==> src/rtl/vend_cfg_sched_pkg.sv <==
// +--------------------------------------------------------------------------+
// | vend_pkg : shared types and field layout for the vending config table    |
// | Rev 1.0                                                                  |
// +--------------------------------------------------------------------------+
`default_nettype none

package vend_pkg;

  localparam int PRICE_LSB = 0;
  localparam int PRICE_W   = 16;
  localparam int STOCK_LSB = 16;
  localparam int STOCK_W   = 8;
  localparam int SOLD_LSB  = 24;
  localparam int SOLD_W    = 8;

  typedef enum logic [1:0] {
    IDLE = 2'd0,
    DATA = 2'd1,
    WB   = 2'd2
  } sched_state_t;

  typedef enum logic [1:0] {
    REQ_DISP = 2'd0,
    REQ_LKP  = 2'd1,
    REQ_APB  = 2'd2
  } req_id_t;

  // One item leaves the machine: stock drops, sold count saturates at all-ones.
  function automatic logic [31:0] disp_update(input logic [31:0] entry);
    logic [SOLD_W-1:0]  sold;
    logic [STOCK_W-1:0] stock;
    logic [31:0]        res;
    sold  = entry[SOLD_LSB +: SOLD_W];
    stock = entry[STOCK_LSB +: STOCK_W];
    res   = entry;
    res[STOCK_LSB +: STOCK_W] = stock - 1'b1;
    if (sold != '1) begin
      res[SOLD_LSB +: SOLD_W] = sold + 1'b1;
    end
    return res;
  endfunction

endpackage

`default_nettype wire

==> src/rtl/vend_cfg_sched_arb.sv <==
// +--------------------------------------------------------------------------+
// | vend_rr_arb : 3-requester round-robin arbiter, order disp -> lkp -> apb  |
// | Rev 1.0                                                                  |
// +--------------------------------------------------------------------------+
`default_nettype none

module vend_rr_arb
  import vend_pkg::*;
(
  input  logic       pclk,
  input  logic       prstn,
  input  logic [2:0] req,
  input  logic       upd_en,
  output logic [2:0] grant,
  output logic [1:0] ptr
);

  logic [1:0] r_ptr;

  // Search starts one position after the last winner.
  always_comb begin
    grant = 3'b000;
    case (r_ptr)
      REQ_DISP: begin
        if      (req[REQ_LKP])  grant = 3'b010;
        else if (req[REQ_APB])  grant = 3'b100;
        else if (req[REQ_DISP]) grant = 3'b001;
      end
      REQ_LKP: begin
        if      (req[REQ_APB])  grant = 3'b100;
        else if (req[REQ_DISP]) grant = 3'b001;
        else if (req[REQ_LKP])  grant = 3'b010;
      end
      default: begin
        if      (req[REQ_DISP]) grant = 3'b001;
        else if (req[REQ_LKP])  grant = 3'b010;
        else if (req[REQ_APB])  grant = 3'b100;
      end
    endcase
  end

  always_ff @(posedge pclk or negedge prstn) begin
    if (!prstn) begin
      r_ptr <= REQ_APB;
    end else if (upd_en && (grant != 3'b000)) begin
      if (grant[REQ_DISP])     r_ptr <= REQ_DISP;
      else if (grant[REQ_LKP]) r_ptr <= REQ_LKP;
      else                     r_ptr <= REQ_APB;
    end
  end

  assign ptr = r_ptr;

endmodule

`default_nettype wire

==> src/rtl/vend_cfg_sched.sv <==
// +--------------------------------------------------------------------------+
// | vend_cfg_sched : item config table with single-port access scheduler     |
// | Rev 1.0                                                                  |
// +--------------------------------------------------------------------------+
`default_nettype none

module vend_cfg_sched
  import vend_pkg::*;
#(
  parameter int          NUM_ITEMS = 64,
  parameter logic [15:0] RST_PRICE = 16'd10,
  parameter logic [7:0]  RST_STOCK = 8'd100
) (
  input  logic        pclk,
  input  logic        prstn,
  input  logic        psel,
  input  logic        penable,
  input  logic        pwrite,
  input  logic [31:0] paddr,
  input  logic [31:0] pwdata,
  output logic [31:0] prdata,
  output logic        pready,
  output logic        pslverr,
  input  logic        disp_req,
  input  logic [5:0]  disp_code,
  output logic        disp_ack,
  output logic        disp_empty,
  input  logic        lkp_req,
  input  logic [5:0]  lkp_code,
  output logic        lkp_ack,
  output logic [15:0] lkp_price,
  output logic [7:0]  lkp_stock,
  output logic        busy
);

  localparam int          IDX_W     = $clog2(NUM_ITEMS);
  localparam logic [31:0] RST_ENTRY = {8'd0, RST_STOCK, RST_PRICE};

  sched_state_t r_state, w_next;
  req_id_t      r_owner;
  logic [IDX_W-1:0] r_idx;
  logic             r_err;
  logic             r_wr;
  logic [31:0]      r_wdata;
  logic [31:0]      r_mem [NUM_ITEMS];

  logic [2:0]       w_req;
  logic [2:0]       w_grant;
  logic [1:0]       w_rr_ptr;
  logic             w_arb_en;
  logic             w_apb_err;
  logic [IDX_W-1:0] w_idx;
  logic [31:0]      w_rd;
  logic             w_we;
  logic [31:0]      w_wdata;
  logic             w_unused_bits;

  assign w_req[REQ_DISP] = disp_req;
  assign w_req[REQ_LKP]  = lkp_req;
  assign w_req[REQ_APB]  = psel & penable;

  assign w_apb_err = (|paddr[31:8]) | (32'(paddr[7:2]) >= 32'(NUM_ITEMS));
  assign w_unused_bits = ^{paddr[1:0], w_rr_ptr};

  vend_rr_arb u_arb (
    .pclk   (pclk),
    .prstn  (prstn),
    .req    (w_req),
    .upd_en (w_arb_en),
    .grant  (w_grant),
    .ptr    (w_rr_ptr)
  );

  always_comb begin
    w_idx = '0;
    if (w_grant[REQ_DISP])     w_idx = disp_code[IDX_W-1:0];
    else if (w_grant[REQ_LKP]) w_idx = lkp_code[IDX_W-1:0];
    else if (w_grant[REQ_APB]) w_idx = paddr[2 +: IDX_W];
  end

  // Registered read address: the entry is valid in the cycle after the grant.
  assign w_rd = r_mem[r_idx];

  always_ff @(posedge pclk or negedge prstn) begin
    if (!prstn) begin
      r_state <= IDLE;
      r_owner <= REQ_DISP;
      r_idx   <= '0;
      r_err   <= 1'b0;
      r_wr    <= 1'b0;
      r_wdata <= '0;
    end else begin
      r_state <= w_next;
      if (r_state == IDLE && w_grant != 3'b000) begin
        r_idx   <= w_idx;
        r_wr    <= pwrite;
        r_wdata <= pwdata;
        r_err   <= w_grant[REQ_APB] & w_apb_err;
        if (w_grant[REQ_DISP])     r_owner <= REQ_DISP;
        else if (w_grant[REQ_LKP]) r_owner <= REQ_LKP;
        else                       r_owner <= REQ_APB;
      end
    end
  end

  always_ff @(posedge pclk or negedge prstn) begin
    if (!prstn) begin
      for (int i = 0; i < NUM_ITEMS; i++) begin
        r_mem[i] <= RST_ENTRY;
      end
    end else if (w_we) begin
      r_mem[r_idx] <= w_wdata;
    end
  end

  always_comb begin
    w_next     = r_state;
    w_arb_en   = 1'b0;
    w_we       = 1'b0;
    w_wdata    = w_rd;
    prdata     = '0;
    pready     = 1'b0;
    pslverr    = 1'b0;
    disp_ack   = 1'b0;
    disp_empty = 1'b0;
    lkp_ack    = 1'b0;
    lkp_price  = '0;
    lkp_stock  = '0;
    case (r_state)
      IDLE: begin
        w_arb_en = 1'b1;
        if (w_grant != 3'b000) w_next = DATA;
      end
      DATA: begin
        w_next = IDLE;
        case (r_owner)
          REQ_LKP: begin
            lkp_ack   = 1'b1;
            lkp_price = w_rd[PRICE_LSB +: PRICE_W];
            lkp_stock = w_rd[STOCK_LSB +: STOCK_W];
          end
          REQ_APB: begin
            pready = 1'b1;
            if (r_err) begin
              pslverr = 1'b1;
            end else if (r_wr) begin
              w_we    = 1'b1;
              w_wdata = r_wdata;
            end else begin
              prdata = w_rd;
            end
          end
          default: w_next = WB;
        endcase
      end
      WB: begin
        w_next   = IDLE;
        disp_ack = 1'b1;
        if (w_rd[STOCK_LSB +: STOCK_W] == '0) begin
          disp_empty = 1'b1;
        end else begin
          w_we    = 1'b1;
          w_wdata = disp_update(w_rd);
        end
      end
      default: w_next = IDLE;
    endcase
  end

  assign busy = (r_state != IDLE);

endmodule

`default_nettype wire

==> config.mk <==
export PLATFORM = sky130hd
export DESIGN_NAME = vend_cfg_sched
export DESIGN_NICKNAME = d
export VERILOG_FILES = /design/src/rtl/vend_cfg_sched_pkg.sv /design/src/rtl/vend_cfg_sched_arb.sv /design/src/rtl/vend_cfg_sched.sv
export SDC_FILE = /design/constraint.sdc
export NUM_CORES = 2
export LEC_CHECK = 0
export ABC_AREA = 1
export BUFFER_PORTS_ARGS = -buffer_cell sky130_fd_sc_hd__buf_4
export CAP_MARGIN = 30
export CORE_UTILIZATION = 41
export CTS_CLUSTER_DIAMETER = 40
export DETAILED_ROUTE_END_ITERATION = 10
export MAX_ROUTING_LAYER = met4
export SYNTH_ARGS = -nofsm -noshare
export SYNTH_HDL_FRONTEND = slang
export SYNTH_SLANG_ARGS = --single-unit
export TNS_END_PERCENT = 100
==> constraint.sdc <==
create_clock -name pclk -period 9.5 [get_ports pclk]
set_input_delay 1.9 -clock pclk [delete_from_list [all_inputs] [get_ports pclk]]
set_output_delay 1.9 -clock pclk [all_outputs]
set_load 0.03 [all_outputs]
# Word-level counts from Yosys, hierarchy flattened
# Index checks and enable logic that the tools add are counted.
[word_totals]
ff_bits = 2094
elab_cells = 149
input_bits = 83
out_inout_bits = 62
[classes]
addsub = 2
reduce_logical = 10
order_cmp = 2
n_mux = 54
eq_ne = 7
n_bitwise = 3
[ops]
columns = ["cell", "count"]
rows = [
  ["$bwmux 2048", 1],
  ["$mux 32", 11],
  ["$bmux 32 s6", 1],
  ["$demux 32 s6", 1],
  ["$pmux 32 s2", 1],
  ["$mux 16", 2],
  ["$mux 8", 3],
  ["$reduce_or 24->1", 1],
  ["$mux 3", 7],
  ["$mux 6", 3],
  ["$mux 1", 16],
  ["$mux 2", 5],
  ["$add 8x1->8 const B", 1],
  ["$logic_not 8->1", 1],
  ["$ne 8x8->1 const B", 1],
  ["$sub 8x1->8 const B", 1],
  ["$ge 7x7->1 const B", 1],
  ["$lt 7x1->1 const B", 1],
  ["$not 6->7", 1],
  ["$eq 2x1->1 const B", 3],
  ["$pmux 3 s2", 1],
  ["$eq 2x2->1 const B", 2],
  ["$logic_not 2->1", 2],
  ["$pmux 2 s2", 1],
  ["7 further kinds", 10],
]

# Depth between registers and ports, before layout
[logic_depth]
ltp_word = 9
ltp_mapped = 29
depth_no_buf = 24

# Modules after synthesis
# From an unflattened synthesis, not the netlist that was laid out.
[hier_totals]
cells_unflattened = 12605
hier_area_um2 = 98195.4
[by_module_without_submodules]
columns = ["module", "seq_area_each_um2", "area_per_inst_um2", "cells_per_inst", "n_inst"]
rows = [
  ["vend_cfg_sched", 52750.6, 98021.5, 12579, 1],
  ["vend_rr_arb", 51.3, 173.9, 26, 1],
]

# Worst setup path after synthesis
# OpenSTA, ideal clock, no wires.
[synth_path]
kind = "reg2out"
start = "register r_idx[0]"
end = "output disp_empty"
required_ps = 7600
arrival_time_ps = 2727
stages_incl_launch_ff = 22
path_slack_ps = 4873
path_cell_list = "dfrtp_1 buf_4 buf_6 buf_6 buf_6 buf_2 nand2_1 nor2_1 a21oi_1 nand4_1 nand2_1 nand2_1 nor2_1 nand2_2 inv_2 ha_1 nand3_1 inv_1 nand2_1 nor2_1 nand2_1 inv_1"
[synth_via]
elab_chain_cells = 7
[synth_rtl]
columns = ["item", "line", "source"]
rows = [
  ["from (decl)", "vend_cfg_sched.sv:41", "logic [IDX_W-1:0] r_idx;"],
  ["from (signal assigned)", "vend_cfg_sched.sv:95", "r_idx <= w_idx;"],
  ["$not 6->7 (implied by the code)", "vend_cfg_sched.sv:82", "assign w_rd = r_mem[r_idx];"],
  ["$bmux 32 s6", "vend_cfg_sched.sv:82", ""],
  ["$mux 32 (implied by the code) (2 in series)", "vend_cfg_sched.sv:82", ""],
  ["$logic_not 8->1", "vend_cfg_sched.sv:159", "if (w_rd[STOCK_LSB +: STOCK_W] == '0) begin"],
  ["$mux 1", "vend_cfg_sched.sv:159", ""],
  ["$mux 1", "vend_cfg_sched.sv:129", "case (r_state)"],
  ["to (decl)", "vend_cfg_sched.sv:27", "output logic disp_empty,"],
]
# Every way passes these cells. The select of a mux whose other input is x is not followed.

# Final worst setup path
[layout_path]
start = "register r_idx[1]"
end = "output disp_empty"
# The elaborated chain is that of the path after synthesis.

==> results.toml <==
[yosys]
yosysSeqAreaShare = 0.530
syn-cell-area_um2 = 99500
synth_seq_cells = 2093
syn_avg_cell_area_um2 = 7.86
yosys.area.top_type = "dfrtp_1"
async_flop_share = 1.00
syn-instance-count = 12700
synthDistinctLibCells = 57
ys_warn_count = 0
ys_top_cells_by_count = "6,501 x nand2_1, 1,772 x dfrtp_1, 1,026 x o21ai_0"
synth_flop_cell = "dfrtp_1"
netlist.area_leader.share = 0.446
synth_area_leaders = "dfrtp_1 45%, nand2_1 25%, dfstp_2 8.5%"
syn_nets = 12800
synth.most_common_cell = "nand2_1"
synth_edf_count = 0

[sta]
setup_tns_ns = 0
fin_crit_sh = 0.870
rsz0062_at_grt = "no"
fin_worst_skew_ns = 0.0774
worstMarginPinSlew_ns = 1.10
fin_ws_ns = 1.24
fmax_mhz = 121
slew_headroom = 0.266
hold_viol = 0
slew_violations = 0
fin_crit_ns = 8.26
setup_viol = 0

[floorplan]
die-area_um2 = 245000
initial_core_util = 0.413
die_x_um = 495
rows = 180
die_y_um = 495
ios = 145
core-area_um2 = 241000

[clocking]
cts.sinks = 2093
clk_latency_ns = 0.98
cts_max_path_buffers = 4
cts_buffers = 321
cts_tree = "done"
htreeDepth = 5
cts_hold_buf = 0
post-cts-setup-buffers = 0
ctsResizeCount = 0
clk_pin_slew_ns = 0.05
root_buffer = "clkbuf_16"

[power]
p_leak_nw = 55.8
powerDensity_nw_per_um2 = 259
max-vdd-ir-drop_uv = 428

[finish]
layout-drive-gt1-share = 0.113
fin_area_um2 = 112000
nets = 12500
nFillCells = 23300
syn_to_final_growth_pct = 12.9

[placement]
pre_cts_slack_ns = 2.33
dpl_cell_area_um2 = 101000
hpwl_um = 201000
portBuffers = 142
place_congestion = 0.897

[min_path]
hold_class = "flop to flop"
worstHoldStart = "r_mem[594]$_DFFE_PN1P_"
min_path_cells = 2
min_to = "r_mem[594]$_DFFE_PN1P_"

[setup_path]
end_kind = "primary output"
r2r_setup_slack_ns = 2.12
ff2ff_path_depth = 22
critical_path_class = "flop to primary output"
required_ns = 7.60
worstPathArrival_ns = 6.36
worstReg2RegEnd = "r_mem[2042]$_DFFE_PN0P_"
timing.rr.start = "r_idx[1]$_DFFE_PN0P_"
critPathLaunchType = "flop"
crit_path_max_fanout = 85

[global_route]
track_usage = 0.294
grt_overflow = 0
grt_pass1_wl_um = 533000
grt_pass1_vias = 84900
antenna_found_initial = 3
grt_max_degree = 171

[routing]
dr.pass1.iters = 6
avgViaCountPerCell = 5.57
routed_wl_um = 352000
drc = 0
routedWlPerCell_um = 22.3
vias = 88000
drtIter0Drc = 11000
ant_nets = 0

[job]
max_cap_violations = 0

[status]
status = "finished clean"
metrics by stage:
step | instances | hold slack, ns | power (mW) | utilization
global route | 15800 | 0.472 | 29.8 | 0.466
finish | 15800 | 0.465 | 29.1 | 0.466
CTS | 15800 | 0.466 | 28.9 | 0.466
floorplan | 12700 | 0.437 | 13.9 | -
detailed placement | 15200 | 0.456 | 17.0 | 0.421
global placement | 15200 | 0.453 | 16.9 | 0.420
layout make-up:
cell class | instances | area [um2] | share of cell area
Sequential cell | 2093 | 52800 | 0.470
Multi-Input combinational cell | 9385 | 40800 | 0.363
Clock buffer | 417 | 8980 | 0.0799
Tap cell | 3185 | 3990 | 0.0355
Timing Repair Buffer | 349 | 3120 | 0.0277
Clock inverter | 155 | 1860 | 0.0166
Inverter | 213 | 827 | 0.00736
Antenna cell | 2 | 5.00 | 0.0000445
registers in the layout, summed over array words and instances, names as in the netlist:
| register | count |
|---|---|
| r_mem | 2048 |
| r_err | 1 |
| r_state | 2 |
| u_arb.ptr | 1 |
| r_wr | 1 |
| r_owner | 2 |
| r_wdata | 32 |
| r_idx | 6 |
placed cells by master (no fill, tap or decap), types with 41 or more instances in the layout:
cell type and count:
buf_4 310, clkbuf_1 44, nand3_1 638, o21ai_0 1026, clkbuf_16 327, nand4_1 120
a22oi_1 163, inv_1 133, o21ai_1 188, dfstp_2 321, inv_2 70, nor2_1 287
o211ai_1 41, a221oi_1 119, a21oi_1 73, nand2_2 53, clkbuf_8 46, dfrtp_1 1769
nand2_1 6482
metal layers:
layer	routed length, um	GRT usage	vias up	part of all wire
met5	0	-	-	0
met1	145000	0.384	43200	0.41
met3	30100	0.0479	750	0.085
li1	-	-	39900	-
met4	17900	0.137	0	0.051
met2	159000	0.447	4196	0.45
power by group:
part / switching (mW) / leakage [nW] / total [mW] / internal, mW
Combinational: 6.52 / 22.6 / 7.60 / 1.07
Sequential: 0.263 / 28.0 / 9.51 / 9.25
Clock: 4.47 / 5.26 / 12.0 / 7.50
how the worst max path moves through the flow:
stage                         startpoint                 endpoint  slack (ns)  cells past startpoint
global route        r_idx[1]$_DFFE_PN0P_               disp_empty        1.33                     19
global placement    r_idx[2]$_DFFE_PN0P_  r_mem[1117]$_DFFE_PN0P_        2.44                     21
finish              r_idx[1]$_DFFE_PN0P_               disp_empty        1.24                     19
detailed placement  r_idx[2]$_DFFE_PN0P_  r_mem[1309]$_DFFE_PN0P_        2.33                     21
CTS                 r_idx[1]$_DFFE_PN0P_               disp_empty        1.45                     19
floorplan           r_idx[0]$_DFFE_PN0P_               disp_empty        4.87                     21
logic make-up (layout without fill, tap and decap cells):
family                   after synthesis  count (layout)  share of synthesized area
AO/OA/AOI/OAI                       1685            1685                     0.0973
other                                  0               2                          0
AND/OR/NAND/NOR                     7691            7691                      0.310
flip-flops                          2093            2093                      0.530
XOR/XNOR                               2               2                   0.000176
buffers and inverters               1184            1134                     0.0617
adder cells (fa/ha/maj)                7               7                   0.000880
worst max-delay path, stage by stage, from the launching register on:
cell and delay (ns):
dfrtp_4 0.89, inv_8 0.44, nand2_2 0.26, nor2_4 0.10
buf_12 0.24, a21oi_1 0.26, nand4_1 0.23, nand2_1 0.19
nand2_1 0.10, nor2_1 0.59, nand2_2 0.31, inv_2 0.18
ha_1 0.18, nand3_1 0.12, inv_1 0.14, nand2_1 0.08
nor2_1 0.42, nand2_1 0.14, inv_1 0.10, buf_4 0.16
Note: power is estimated with default switching activity, not from simulation.
